$ cat config.mk
export PLATFORM = sky130hd
export DESIGN_NAME = restoring_divider_flat
export DESIGN_NICKNAME = d
export VERILOG_FILES = /design/src/rtl/restoring_divider_if.sv /design/src/rtl/restoring_divider.sv /design/src/flat_wrapper.sv
export SDC_FILE = /design/constraint.sdc
export NUM_CORES = 1
export LEC_CHECK = 0
export CAP_MARGIN = 15
export CELL_PAD_IN_SITES_DETAIL_PLACEMENT = 1
export CELL_PAD_IN_SITES_GLOBAL_PLACEMENT = 1
export CORE_ASPECT_RATIO = 0.6
export CORE_MARGIN = 2
export CORE_UTILIZATION = 44
export CTS_CLUSTER_SIZE = 40
export DETAILED_ROUTE_END_ITERATION = 7
export GPL_TIMING_DRIVEN = 1
export PLACE_DENSITY = 0.93
export SYNTH_ARGS = -nofsm -noshare
export SYNTH_HDL_FRONTEND = slang
export SYNTH_SLANG_ARGS = --single-unit
$ cat constraint.sdc
create_clock -name clk -period 5.2 [get_ports clk]
set_input_delay 1.04 -clock clk [delete_from_list [all_inputs] [get_ports clk]]
set_output_delay 1.04 -clock clk [all_outputs]
set_load 0.005 [all_outputs]
$ cat src/rtl/restoring_divider_if.sv
// Start/done request and result bundle for restoring_divider.
// master = the issuing pipeline, slave = the divider.
interface restoring_divider_if #(parameter int N = 8);
  logic         start;
  logic [N-1:0] dividend;
  logic [N-1:0] divisor;
  logic         busy;
  logic         done;
  logic [N-1:0] quotient;
  logic [N-1:0] remainder;
  logic         div_by_zero;

  modport master (
    output start, dividend, divisor,
    input  busy, done, quotient, remainder, div_by_zero
  );

  modport slave (
    input  start, dividend, divisor,
    output busy, done, quotient, remainder, div_by_zero
  );
endinterface

$ cat src/rtl/restoring_divider.sv
// Multi-cycle restoring divider, one quotient bit per clock; done N cycles after acceptance (1 for divide-by-zero).
// Define DIV_SIGNED_EN for two's-complement operands (truncating quotient, remainder follows dividend sign).
module restoring_divider #(
  parameter int N = 8
) (
  input logic            clk,
  input logic            rst,
  restoring_divider_if.slave bus
);
  localparam int CW = $clog2(N);
  localparam logic [N-1:0] ONE_N  = {{(N-1){1'b0}}, 1'b1};
  localparam logic [N:0]   ONE_N1 = {{N{1'b0}}, 1'b1};

  typedef enum logic [1:0] {IDLE, CALC, DONE} state_t;

  state_t         state, state_nxt;
  logic [N-1:0]   r_q, q_q, d_q;
  logic [CW-1:0]  cnt;
  logic           accept, last;
  logic [N:0]     r_shift, trial;
  logic [N-1:0]   r_next, q_next;
  logic [N-1:0]   a_mag, d_mag, res_q, res_r;

  assign accept = bus.start && (state != CALC);
  assign last   = (cnt == CW'(N-1));

  // One trial subtraction per clock; restore when the result goes negative.
  always_comb begin
    r_shift = {r_q, q_q[N-1]};
    trial   = r_shift + {1'b1, ~d_q} + ONE_N1;
    q_next  = {q_q[N-2:0], ~trial[N]};
    r_next  = trial[N] ? r_shift[N-1:0] : trial[N-1:0];
  end

`ifdef DIV_SIGNED_EN
  logic neg_q, neg_r;

  always_comb begin
    a_mag = bus.dividend[N-1] ? (~bus.dividend + ONE_N) : bus.dividend;
    d_mag = bus.divisor[N-1]  ? (~bus.divisor  + ONE_N) : bus.divisor;
    res_q = neg_q ? (~q_next + ONE_N) : q_next;
    res_r = neg_r ? (~r_next + ONE_N) : r_next;
  end

  always_ff @(posedge clk or posedge rst) begin
    if (rst) begin
      neg_q <= 1'b0;
      neg_r <= 1'b0;
    end else if (accept) begin
      neg_q <= bus.dividend[N-1] ^ bus.divisor[N-1];
      neg_r <= bus.dividend[N-1];
    end
  end
`else
  always_comb begin
    a_mag = bus.dividend;
    d_mag = bus.divisor;
    res_q = q_next;
    res_r = r_next;
  end
`endif

  always_ff @(posedge clk or posedge rst) begin
    if (rst) state <= IDLE;
    else     state <= state_nxt;
  end

  always_comb begin
    state_nxt = state;
    case (state)
      IDLE, DONE: begin
        if (bus.start) state_nxt = (bus.divisor == '0) ? DONE : CALC;
        else           state_nxt = IDLE;
      end
      CALC:    if (last) state_nxt = DONE;
      default: state_nxt = IDLE;
    endcase
  end

  always_comb begin
    bus.busy = 1'b0;
    bus.done = 1'b0;
    case (state)
      CALC:    bus.busy = 1'b1;
      DONE:    bus.done = 1'b1;
      default: ;
    endcase
  end

  // Result registers only move on the edge that raises done.
  always_ff @(posedge clk or posedge rst) begin
    if (rst) begin
      r_q             <= '0;
      q_q             <= '0;
      d_q             <= '0;
      cnt             <= '0;
      bus.quotient    <= '0;
      bus.remainder   <= '0;
      bus.div_by_zero <= 1'b0;
    end else if (accept) begin
      r_q <= '0;
      q_q <= a_mag;
      d_q <= d_mag;
      cnt <= '0;
      if (bus.divisor == '0) begin
        bus.quotient    <= '1;
        bus.remainder   <= bus.dividend;
        bus.div_by_zero <= 1'b1;
      end
    end else if (state == CALC) begin
      r_q <= r_next;
      q_q <= q_next;
      cnt <= cnt + CW'(1);
      if (last) begin
        bus.quotient    <= res_q;
        bus.remainder   <= res_r;
        bus.div_by_zero <= 1'b0;
      end
    end
  end
endmodule
$ cat src/flat_wrapper.sv
// flat-port wrapper written by rule: the top's interface ports become plain ports
module restoring_divider_flat 
#(
  parameter int N = 8
)
  (clk, rst, bus_start, bus_dividend, bus_divisor, bus_busy, bus_done, bus_quotient, bus_remainder, bus_div_by_zero);
  restoring_divider_if #(.N(N)) bus_i ();
  input logic clk;
  input logic rst;
  input wire logic [$bits(bus_i.start)-1:0] bus_start;
  input wire logic [$bits(bus_i.dividend)-1:0] bus_dividend;
  input wire logic [$bits(bus_i.divisor)-1:0] bus_divisor;
  output wire logic [$bits(bus_i.busy)-1:0] bus_busy;
  output wire logic [$bits(bus_i.done)-1:0] bus_done;
  output wire logic [$bits(bus_i.quotient)-1:0] bus_quotient;
  output wire logic [$bits(bus_i.remainder)-1:0] bus_remainder;
  output wire logic [$bits(bus_i.div_by_zero)-1:0] bus_div_by_zero;
  assign bus_i.start = bus_start;
  assign bus_i.dividend = bus_dividend;
  assign bus_i.divisor = bus_divisor;
  assign bus_busy = bus_i.busy;
  assign bus_done = bus_i.done;
  assign bus_quotient = bus_i.quotient;
  assign bus_remainder = bus_i.remainder;
  assign bus_div_by_zero = bus_i.div_by_zero;
  restoring_divider #(.N(N)) u_core (.clk(clk), .rst(rst), .bus(bus_i));
endmodule
=== Word level (Yosys, flattened, before mapping) ===
Index checks and enable logic that the tools add are counted.

* Bits in registers: 46
* Input port bits: 19
* Logic and storage cells: 51

* Bitwise operators: 2
* Muxes and demuxes: 25
* Equality and inequality tests: 6
* Reductions and logical operators: 7
* Add/subtract/negate cells: 3

{| class="wikitable"
|+ Operators with widths
! kind !! count
|-
| $mux 8 || 13
|-
| $add 9x1->9 const B || 1
|-
| $add 9x9->9 || 1
|-
| $logic_not 8->1 || 1
|-
| $not 8->8 || 1
|-
| $mux 1 || 6
|-
| $mux 2 || 3
|-
| $mux 3 || 2
|-
| $ne 2x1->1 const B || 2
|-
| $pmux 2 s2 || 1
|-
| $reduce_bool 2->1 || 2
|-
| $add 3x1->3 const B || 1
|-
| $eq 3x3->1 const B || 1
|-
| $reduce_and 3->1 || 1
|-
| $eq 2x1->1 const B || 1
|-
| $eq 2x2->1 const B || 1
|-
| $logic_not 2->1 || 1
|-
| $ne 2x2->1 const B || 1
|-
| $reduce_or 2->1 || 1
|-
| $logic_and 1x1->1 || 1
|-
| $not 1->1 || 1
|}

=== Logic depth before layout (Yosys ltp) ===
* Word-level depth: 7
* Mapped depth: 10
* Mapped depth without buffers: 9

=== Worst setup path after synthesis ===
OpenSTA, ideal clock, no wires.

* Kind: in2reg
* From: input bus_divisor[0]
* To: register u_core.bus.quotient[1]
* Arrival: 2.435 ns
* Stages: 6
* Setup time: 0.118 ns
* Path slack: 2.647 ns
* Cell sequence: or4_1 > nor4_4 > nor2_2 > buf_6 > nand2_1 > o21ai_2

* Longest elaborated chain between the ends: 3

{| class="wikitable"
|+ Ends and longest elaborated chain
! item !! line !! RTL
|-
| start: declaration || flat_wrapper.sv:12 || <nowiki>input wire logic [$bits(bus_i.divisor)-1:0] bus_divisor;</nowiki>
|-
| $logic_not 8->1 || restoring_divider.sv:105 || <nowiki>if (bus.divisor == '0) begin</nowiki>
|-
| $ne 2x2->1 (no source line) || n/a ||
|-
| $reduce_and 3->1 (no source line) || n/a ||
|-
| end signal: assignment || restoring_divider.sv:115 || <nowiki>bus.quotient <= res_q;</nowiki>
|-
| end: declaration || restoring_divider_if.sv:20 || <nowiki>output busy, done, quotient, remainder, div_by_zero</nowiki>
|}

No other way between the ends.
A chain may end at the register's enable or synchronous reset.

=== Worst setup path in the final report ===
* From: register u_core.state[1]
* To: output bus_busy

* Longest elaborated chain between the ends: 2

{| class="wikitable"
|+ Ends and longest elaborated chain
! item !! line !! RTL
|-
| start: declaration || restoring_divider.sv:16 || <nowiki>state_t state, state_nxt;</nowiki>
|-
| start signal: assignment || restoring_divider.sv:65 || <nowiki>else state <= state_nxt;</nowiki>
|-
| $eq 2x1->1 || restoring_divider.sv:83 || <nowiki>case (state)</nowiki>
|-
| $mux 1 || restoring_divider.sv:83 ||
|-
| end: declaration || flat_wrapper.sv:13 || <nowiki>output wire logic [$bits(bus_i.busy)-1:0] bus_busy;</nowiki>
|}

No other way between the ends.

==> results.cfg <==
[grt]
grt-ovfl-total = 0
antenna_found_initial = 0
track_usage_pct = 25.3
grt_pass1_vias = 2422
grt_pass1_wl_microns = 12300
grt_max_degree = 47

[yosys]
synth_edf_count = 0
synth.net_count = 293
synth_top_area_share_pct = 46.0
synth_top_area_cell = dfrtp_1
synth_area_leaders = dfrtp_1, nand2_1, o21ai_0
synth_flop_cell = dfrtp_1
yosys_warnings = 0
seq_area_frac_synth_pct = 46.0
synth.avg_cell_area_sq_um = 9.51
netlist_area_sq_um = 2500
synthArstFlopShare_pct = 100
synthCells = 263
synth_seq_cells = 46
ys_types = 51

[placement]
pre_cts_ws_ns = 2.00
dp_hpwl_microns = 5440
numPortBuffers = 37
postPlaceCellArea_sq_um = 2920
gp_congestion = 0.776

[setup_path]
worstPathMaxFanout = 28
crit_arrival_ns = 2.20
r2r-end = u_core.r_q[6]
path_cells = nand2b_1 -> clkinv_1 -> buf_4 -> clkdlybuf4s50_1
cp-startpoint = u_core.state[1]
path_buf_inv = 3
end_kind = primary output
worst_path_dominant_cell_family = buffers and inverters
worst_path_largest_cell_delay_ns = 0.57
crit_type = reg -> out
crit_end = bus_busy
path_depth = 4
r2r_cells = 9
worstReg2RegStart = u_core.q_q[7]
start_kind = flip-flop
critical_path.slowest_cell = clkdlybuf4s50_1
required_ns = 4.16
rrSetupSlack_ns = 1.97

[route]
drcViolationCount = 0
drt_iter0_drc = 78
firstDrtPassIters = 5
vias = 2156
viasPerCell = 5.87
routed_wl_microns = 7370
wl_per_cell_microns = 20.1
ant_nets = 0

[finish]
drive_above_1_share_pct = 7.38
final_area_sq_um = 3000
fillers = 642
n_antenna_cell = 0
area_growth_pct = 19.9
fin_nets = 328

[floorplan]
pin_count = 38
dieArea_sq_um = 6320
die_w_microns = 101
die_h_microns = 62.4
initial_core_util_pct = 45.3
core-area_sq_um = 5520
rows = 21

[cts]
holdBufCountCts = 0
postCtsSetupRepairBufs = 0
insertion_delay_ns = 0.31
cts_tree = yes
clockBufferDepth = 2
numCtsBuffers = 5
cts-resized-gates = 0
clock-sinks = 46
htreeDepth = 2
worst_setup_hold_path_clk_slew_ns = 0.08
cts-root-buf = clkbuf_8

[power]
ir_drop_uv = 244
p_leak_nw = 1.33
p_sw_share_pct = 45.6
p_int_mw = 1.13
p_seq_share_pct = 30.8
p_sw_uw = 949
combPwrFrac_pct = 58.7
power.density_nw_per_um2 = 694
clockPowerShare_pct = 10.5

[sta]
worst_pin_slew_ns = 0.965
period_share_pct = 62.3
hold_viol = 0
tns_ns = 0
period_needed_ns = 3.24
fmax_mhz = 308
skew_ns = 0.00507
rsz0062_at_grt = false
worst_slack_ns = 1.96
setup_viol = 0
drv_slew = 0
slew_headroom_pct = 35.6

[run_status]
status = complete, no violations

[hold_path]
min-delay-path-class = reg -> reg

[flow_run]
cap_violations = 0
[power groups by stage]
stage / Clock, mW / Combinational [mW] / Sequential [mW]
final: 0.218 / 1.22 / 0.641
after global routing: 0.232 / 1.36 / 0.660
after CTS: 0.218 / 1.23 / 0.638
after detailed placement: 0 / 1.21 / 0.640
after global placement: 0 / 1.13 / 0.631
after floorplan: 0 / 0.833 / 0.606
[flip-flops by register name (all words and copies together), names as in the netlist]
name,flops
u_core.bus.div_by_zero,1
u_core.bus.quotient,8
u_core.bus.remainder,8
u_core.cnt,3
u_core.d_q,8
u_core.q_q,8
u_core.r_q,8
u_core.state,2
[cell families (layout without fill, tap and decap cells)]
group | count (synthesis) | count (layout) | share of synthesized area (%)
adders and majority gates | 11 | 11 | 5.80
DFF | 46 | 46 | 46.0
and+or+nand+nor | 84 | 84 | 15.8
buffers and inverters | 27 | 62 | 4.70
AOI/OAI and AO/OA | 77 | 77 | 20.5
xor gates and xnor gates | 4 | 4 | 1.40
muxes | 14 | 14 | 5.80
[cells in the final DEF (no fill, tap or decap), types with 2 or more instances in the layout]
| cell | netlist | final |
|---|---|---|
| nand2b_1 | 3 | 3 |
| and3_1 | 3 | 3 |
| nand2_1 | 46 | 46 |
| clkdlybuf4s50_1 | 0 | 37 |
| a21oi_1 | 7 | 7 |
| inv_1 | 13 | 12 |
| a21o_1 | 3 | 3 |
| clkbuf_1 | 9 | 2 |
| clkbuf_8 | 0 | 5 |
| o21ai_0 | 34 | 34 |
| nor3_1 | 2 | 2 |
| nor2b_1 | 2 | 2 |
| dfrtp_1 | 46 | 46 |
| buf_4 | 2 | 4 |
| o21ai_1 | 2 | 2 |
| ha_1 | 10 | 10 |
| xor2_1 | 3 | 3 |
| o21ai_2 | 4 | 4 |
| o211ai_1 | 4 | 4 |
| nand3_1 | 9 | 9 |
| a211oi_1 | 2 | 2 |
| mux2i_1 | 13 | 13 |
| a31oi_1 | 2 | 2 |
| o221ai_1 | 5 | 5 |
| nor2_1 | 11 | 11 |
[metrics by stage]
| stage | instances | utilization (%) | hold WS (ns) | power [mW] |
|---|---|---|---|---|
| 2_1_floorplan | 263 | - | 0.452 | 1.44 |
| 5_1_grt | 367 | 54.4 | 0.524 | 2.25 |
| 4_1_cts | 367 | 54.4 | 0.501 | 2.08 |
| 3_3_place_gp | 360 | 53.0 | 0.462 | 1.76 |
| 3_5_place_dp | 360 | 53.0 | 0.478 | 1.85 |
| 6_report | 367 | 54.4 | 0.504 | 2.08 |
[how the worst min path moves through the flow]
stage / startpoint / endpoint / slack [ns] / depth (start not counted)
2_1_floorplan: u_core.d_q[0] / u_core.d_q[0] / 0.45 / 2
3_3_place_gp: u_core.bus.quotient[4] / u_core.bus.quotient[4] / 0.46 / 2
3_5_place_dp: u_core.bus.div_by_zero / u_core.bus.div_by_zero / 0.48 / 1
4_1_cts: u_core.bus.quotient[3] / u_core.bus.quotient[3] / 0.50 / 2
5_1_grt: u_core.bus.div_by_zero / u_core.bus.div_by_zero / 0.52 / 1
6_report: u_core.bus.quotient[3] / u_core.bus.quotient[3] / 0.50 / 2
[cell type report]
class | instances | area, sq um | area share, %
sequential | 46 | 1150 | 38.4
timing repair buffer | 41 | 400 | 13.4
tap | 69 | 86.3 | 2.88
multi-input combinational | 190 | 1230 | 41.1
inverter | 14 | 52.6 | 1.75
clock buffer | 7 | 76.3 | 2.54
[metal layers]
layer	track usage [%]	vias up	share of wire, %
met5	0	-	0
met1	34.2	1087	47
met4	8.61	0	1.8
li1	-	999	-
met2	39.7	56	46
met3	6.38	14	4.7
[synthesized netlist by cell type, drive strengths merged (2+ instances only)]
library cell	instances
ha	10
a211oi	3
inv	13
buf	4
nor2	12
o221ai	5
and3	3
clkbuf	9
nand2	46
or4	2
o211ai	5
o21ai	40
nor3	2
xor2	3
nand3	9
nor2b	2
a21o	3
a31oi	2
mux2i	13
a21oi	7
nand2b	3
dfrtp	46
[worst min-delay path, delay by kind of cell (launching register included)]
family	cells	cell delay [ns]
AOI/OAI and AO/OA	1	0.05
DFF	1	0.36
and+or+nand+nor	1	0.07
Power figures use the tool's default switching activity.
